### src/rtl/dual_pipeline_top.sv
// Two DEPTH-stage demo pipelines sharing one global stall.
// Define GLOBAL_STALL_EN to build the periodic stall generator.
module dual_pipeline_top #(
  parameter int DATA_W       = 32,
  parameter int DEPTH        = 4,
  parameter int STALL_PERIOD = 8
) (
  input  logic              clk,
  input  logic              reset,
  output logic [DATA_W-1:0] out_data_1,
  output logic [DATA_W-1:0] out_data_2,
  output logic              out_valid_1,
  output logic              out_valid_2
);

  typedef struct packed {
    logic              vld;
    logic [DATA_W-1:0] dat;
  } slot_t;

  logic stall;

`ifdef GLOBAL_STALL_EN
  localparam int CW = (STALL_PERIOD > 1) ? $clog2(STALL_PERIOD) : 1;
  localparam logic [CW-1:0] CYC_LAST = CW'(STALL_PERIOD - 1);

  logic [CW-1:0] cyc_q, cyc_d;

  always_comb begin
    cyc_d = cyc_q + CW'(1);
    if (cyc_q == CYC_LAST) cyc_d = '0;
  end

  assign stall = (cyc_q == CYC_LAST);

  always_ff @(posedge clk or posedge reset) begin
    if (reset) cyc_q <= '0;
    else       cyc_q <= cyc_d;
  end
`else
  assign stall = 1'b0;
`endif

  logic [DATA_W-1:0] seq1_q, seq1_d;
  logic [DATA_W-1:0] seq2_q, seq2_d;
  logic              tog_q, tog_d;

  slot_t p1_q [DEPTH];
  slot_t p1_d [DEPTH];
  slot_t p2_q [DEPTH];
  slot_t p2_d [DEPTH];

  // Invalid slots always carry zero data.
  function automatic slot_t op1(slot_t s);
    slot_t r;
    r = '0;
    if (s.vld) begin
      r.vld = 1'b1;
      r.dat = s.dat + DATA_W'(1);
    end
    return r;
  endfunction

  function automatic slot_t op2(slot_t s);
    slot_t r;
    r = '0;
    if (s.vld) begin
      r.vld = 1'b1;
      r.dat = s.dat << 1;
    end
    return r;
  endfunction

  always_comb begin
    seq1_d = seq1_q;
    seq2_d = seq2_q;
    tog_d  = tog_q;
    p1_d   = p1_q;
    p2_d   = p2_q;
    if (!stall) begin
      seq1_d  = seq1_q + DATA_W'(1);
      p1_d[0] = op1('{vld: 1'b1, dat: seq1_q});
      if (!tog_q) begin
        p2_d[0] = op2('{vld: 1'b1, dat: seq2_q});
        seq2_d  = seq2_q + DATA_W'(1);
      end else begin
        p2_d[0] = '0;
      end
      tog_d = ~tog_q;
      for (int k = 1; k < DEPTH; k++) begin
        p1_d[k] = op1(p1_q[k-1]);
        p2_d[k] = op2(p2_q[k-1]);
      end
    end
  end

  always_ff @(posedge clk or posedge reset) begin
    if (reset) begin
      seq1_q <= '0;
      seq2_q <= '0;
      tog_q  <= 1'b0;
      for (int k = 0; k < DEPTH; k++) begin
        p1_q[k] <= '0;
        p2_q[k] <= '0;
      end
    end else begin
      seq1_q <= seq1_d;
      seq2_q <= seq2_d;
      tog_q  <= tog_d;
      for (int k = 0; k < DEPTH; k++) begin
        p1_q[k] <= p1_d[k];
        p2_q[k] <= p2_d[k];
      end
    end
  end

  assign out_data_1  = p1_q[DEPTH-1].dat;
  assign out_valid_1 = p1_q[DEPTH-1].vld;
  assign out_data_2  = p2_q[DEPTH-1].dat;
  assign out_valid_2 = p2_q[DEPTH-1].vld;

endmodule

### config.mk
export PLATFORM = sky130hd
export DESIGN_NAME = dual_pipeline_top
export DESIGN_NICKNAME = d
export VERILOG_FILES = /design/src/rtl/dual_pipeline_top.sv
export SDC_FILE = /design/constraint.sdc
export NUM_CORES = 1
export LEC_CHECK = 0
export ABC_AREA = 1
export BUFFER_PORTS_ARGS = -buffer_cell sky130_fd_sc_hd__buf_4
export CAP_MARGIN = 20
export CORE_UTILIZATION = 42
export CTS_BUF_LIST = sky130_fd_sc_hd__clkbuf_8 sky130_fd_sc_hd__clkbuf_16
export CTS_CLUSTER_DIAMETER = 120
export DETAILED_ROUTE_END_ITERATION = 16
export GPL_ROUTABILITY_DRIVEN = 0
export SLEW_MARGIN = 20
export SYNTH_ARGS = -nofsm -noshare
export SYNTH_HDL_FRONTEND = slang
export SYNTH_SLANG_ARGS = --single-unit
### constraint.sdc
create_clock -name clk -period 15.4 [get_ports clk]
set_clock_uncertainty 0.05 [all_clocks]
set_input_delay 0.77 -clock clk [delete_from_list [all_inputs] [get_ports clk]]
set_output_delay 0.77 -clock clk [all_outputs]
set_load 0.01 [all_outputs]
==> metrics <==
status=finished clean; max-cap viol count=0; worst slew pin tran=925 ps; die width=173 microns; share of cells above drive strength 1=10.1%; vias in the first global route=8066; Reg2Reg Setup Slack=13570 ps; reg2reg end=out_data_1[4]; Final Hold Fails=0; mux cell area share after synthesis=0%; Netlist Area Pre-Place=0.0123 sq mm; Mean Syn Cell Area=8.35 sq um; setup TNS=0 ps; PnR worst setup slack=12720 ps; vias per cell=4.41; Port Buf Inserts=63; Post-CTS Setup Bufs=0; worst path required time=15920 ps; global-route wire length before repair=38600 microns; CP max FO=130; EDFF count, synth=0; Synth Area in Compound Gates=3.49%; DR iter-0 viols=624; Worst-path clk slew=60 ps; Pwr Density=104 mW/mm^2; Power Total=1.42 mW; CTS root buf=clkbuf_16; Final setup viols=0; fin nets=1490; IO Count=68; CP endpoint=out_data_2[18]; Layout area overhead=11.0%; peak supply drop=72.6 uV; Final HPWL DP=15800 microns; clock tree buffer depth=3; fin. max-slew vios=0; full die area=0.0299 sq mm; Worst Reg-to-Reg Cells=3; synth warn=0; Most used DFF post-synth=dfrtp_1; final design utilization=47.5%; LEAKAGE=7.11 nW; largest family of logic cells by synthesized area=simple AND/OR/NAND/NOR gates; clock insertion delay at the later pin of the skew report=550 ps; WS Path Type=primary input to asynchronous set/reset pin; initial antenna violation count=0; type of the worst min-delay path=primary input to asynchronous set/reset pin; Initial Util=42.7%; number of remaining DRC errors=0; Post-Syn Instances=1469; total CTS buffers=27; xor/xnor cell area share of the yosys netlist=2.21%; fmax=0.373 GHz; Antenna Cells=0; startpoint types=primary input; vias post-DR=8314; pre-CTS setup slack=11950 ps; largest net degree at the start of global routing=131; element type at the critical path end=asynchronous set/reset pin; Seq/Total Area, Yosys=56.3%; Tcrit/Tclk final=17.4%; Hold Buf Count CTS=0; # rows=62; post-synthesis simple-gate area fraction=26.2%; core area=0.0287 sq mm; grt ovf=0; post-synthesis adder-cell area fraction=0.408%; number of synthesized register bits=276; crit path from=reset; Overall Global Routing Usage=15.6%; RSZ-0062 raised after global routing=false; routed wire length=21900 microns; Unique masters post-synth=33; Initial DRT Pass Iterations=5; Worst slew margin=38.3%; Reg-to-Reg Start=p1_q[65]; Critical Path AT=3200 ps; die height=173 microns; Sink Count=276; async set-reset flop share out of synthesis=100%; minimum clock period after layout=2680 ps; # H-tree levels=1; post-CTS resize count=0; Routed wire per std cell=11.6 microns; highest-count cells in the layout ignoring fill and taps=423 x nand2_1, 276 x dfrtp_1, 225 x inv_1, 223 x nor2_1, 66 x buf_4; TritonCTS clock tree=done; commonest non-fill, non-tap cell in the layout=nand2_1; Antenna Violating Nets Remaining=0
-- final cells by class --
| type | count | area, sq um |
|---|---|---|
| Clock buffer | 29 | 703 |
| Clock inverter | 17 | 199 |
| Fill cell | 2758 | 15100 |
| Inverter | 221 | 837 |
| Multi-Input combinational cell | 891 | 3990 |
| Sequential cell | 276 | 6910 |
| Tap cell | 384 | 480 |
| Timing Repair Buffer | 67 | 510 |
-- flip-flops by register name (all words and copies together), names as in the netlist --
name and cells:
out_valid_2 1, out_data_1 32, out_valid_1 1, p1_q 99, out_data_2 28, seq2_q 28
p2_q 87
-- report_power, final --
group          switching (mW)  internal [mW]
logic                  0.0188        0.00364
registers             0.00279          0.727
clock network           0.269          0.396
total                   0.290           1.13
-- cells in the mapped netlist, types with 2 or more instances --
| library cell | n | share of area, % |
|---|---|---|
| xnor2_1 | 2 | 0.14 |
| dfrtp_1 | 276 | 56 |
| o21ai_0 | 23 | 0.94 |
| nor2_2 | 12 | 0.61 |
| nand4_1 | 7 | 0.36 |
| nor2_1 | 223 | 6.8 |
| nand2_2 | 9 | 0.46 |
| o21a_1 | 2 | 0.12 |
| nor2_4 | 16 | 1.5 |
| buf_1 | 5 | 0.15 |
| nor3_1 | 9 | 0.37 |
| clkbuf_1 | 14 | 0.43 |
| buf_4 | 64 | 3.9 |
| xor2_1 | 29 | 2.1 |
| nand2_1 | 423 | 13 |
| a21oi_1 | 53 | 2.2 |
| ha_1 | 4 | 0.41 |
| o21ai_1 | 2 | 0.082 |
| nand2_4 | 2 | 0.18 |
| inv_1 | 219 | 6.7 |
| nand3b_1 | 3 | 0.18 |
| conb_1 | 2 | 0.061 |
| nand3_1 | 60 | 2.4 |
-- critical path: stages --
cell and delay [ps]:
buf_4 130, inv_8 570, buf_4 840, buf_4 770
-- worst min path at each step --
stage / slack (ps) / end / start
after global routing: 380 / p1_q[98] / p1_q[131]
after detailed placement: 340 / p1_q[98] / p1_q[131]
after CTS: 350 / p1_q[98] / p1_q[131]
final: 350 / p1_q[94] / reset
after global placement: 330 / p1_q[98] / p1_q[131]
after floorplan: 300 / out_valid_2 / p2_q[65]
-- stage by stage --
| stage | hold slack (ps) | cells | cell area (sq um) |
|---|---|---|---|
| after global placement | 334 | 1838 | 12700 |
| after CTS | 351 | 1884 | 13600 |
| after floorplan | 302 | 1472 | 12300 |
| after detailed placement | 337 | 1838 | 12700 |
| final | 349 | 1885 | 13600 |
| after global routing | 378 | 1885 | 13600 |
-- metal layers --
layer | routed length [microns] | vias to the layer above | share of wire (%) | global-route usage (%)
li1 | - | 4376 | - | -
met1 | 11000 | 3712 | 50 | 22.5
met2 | 9400 | 176 | 43 | 24.1
met3 | 925 | 50 | 4.2 | 2.26
met4 | 603 | 0 | 2.7 | 5.27
met5 | 0 | - | 0 | 0
-- cells by family after synthesis --
family	count (synthesis)
AO/OA/AOI/OAI	83
AND/OR/NAND/NOR	768
XOR/XNOR	31
adder cells (fa/ha/maj)	4
buffers and inverters	305
other	2
flip-flops	276
Power figures use the tool's default switching activity.
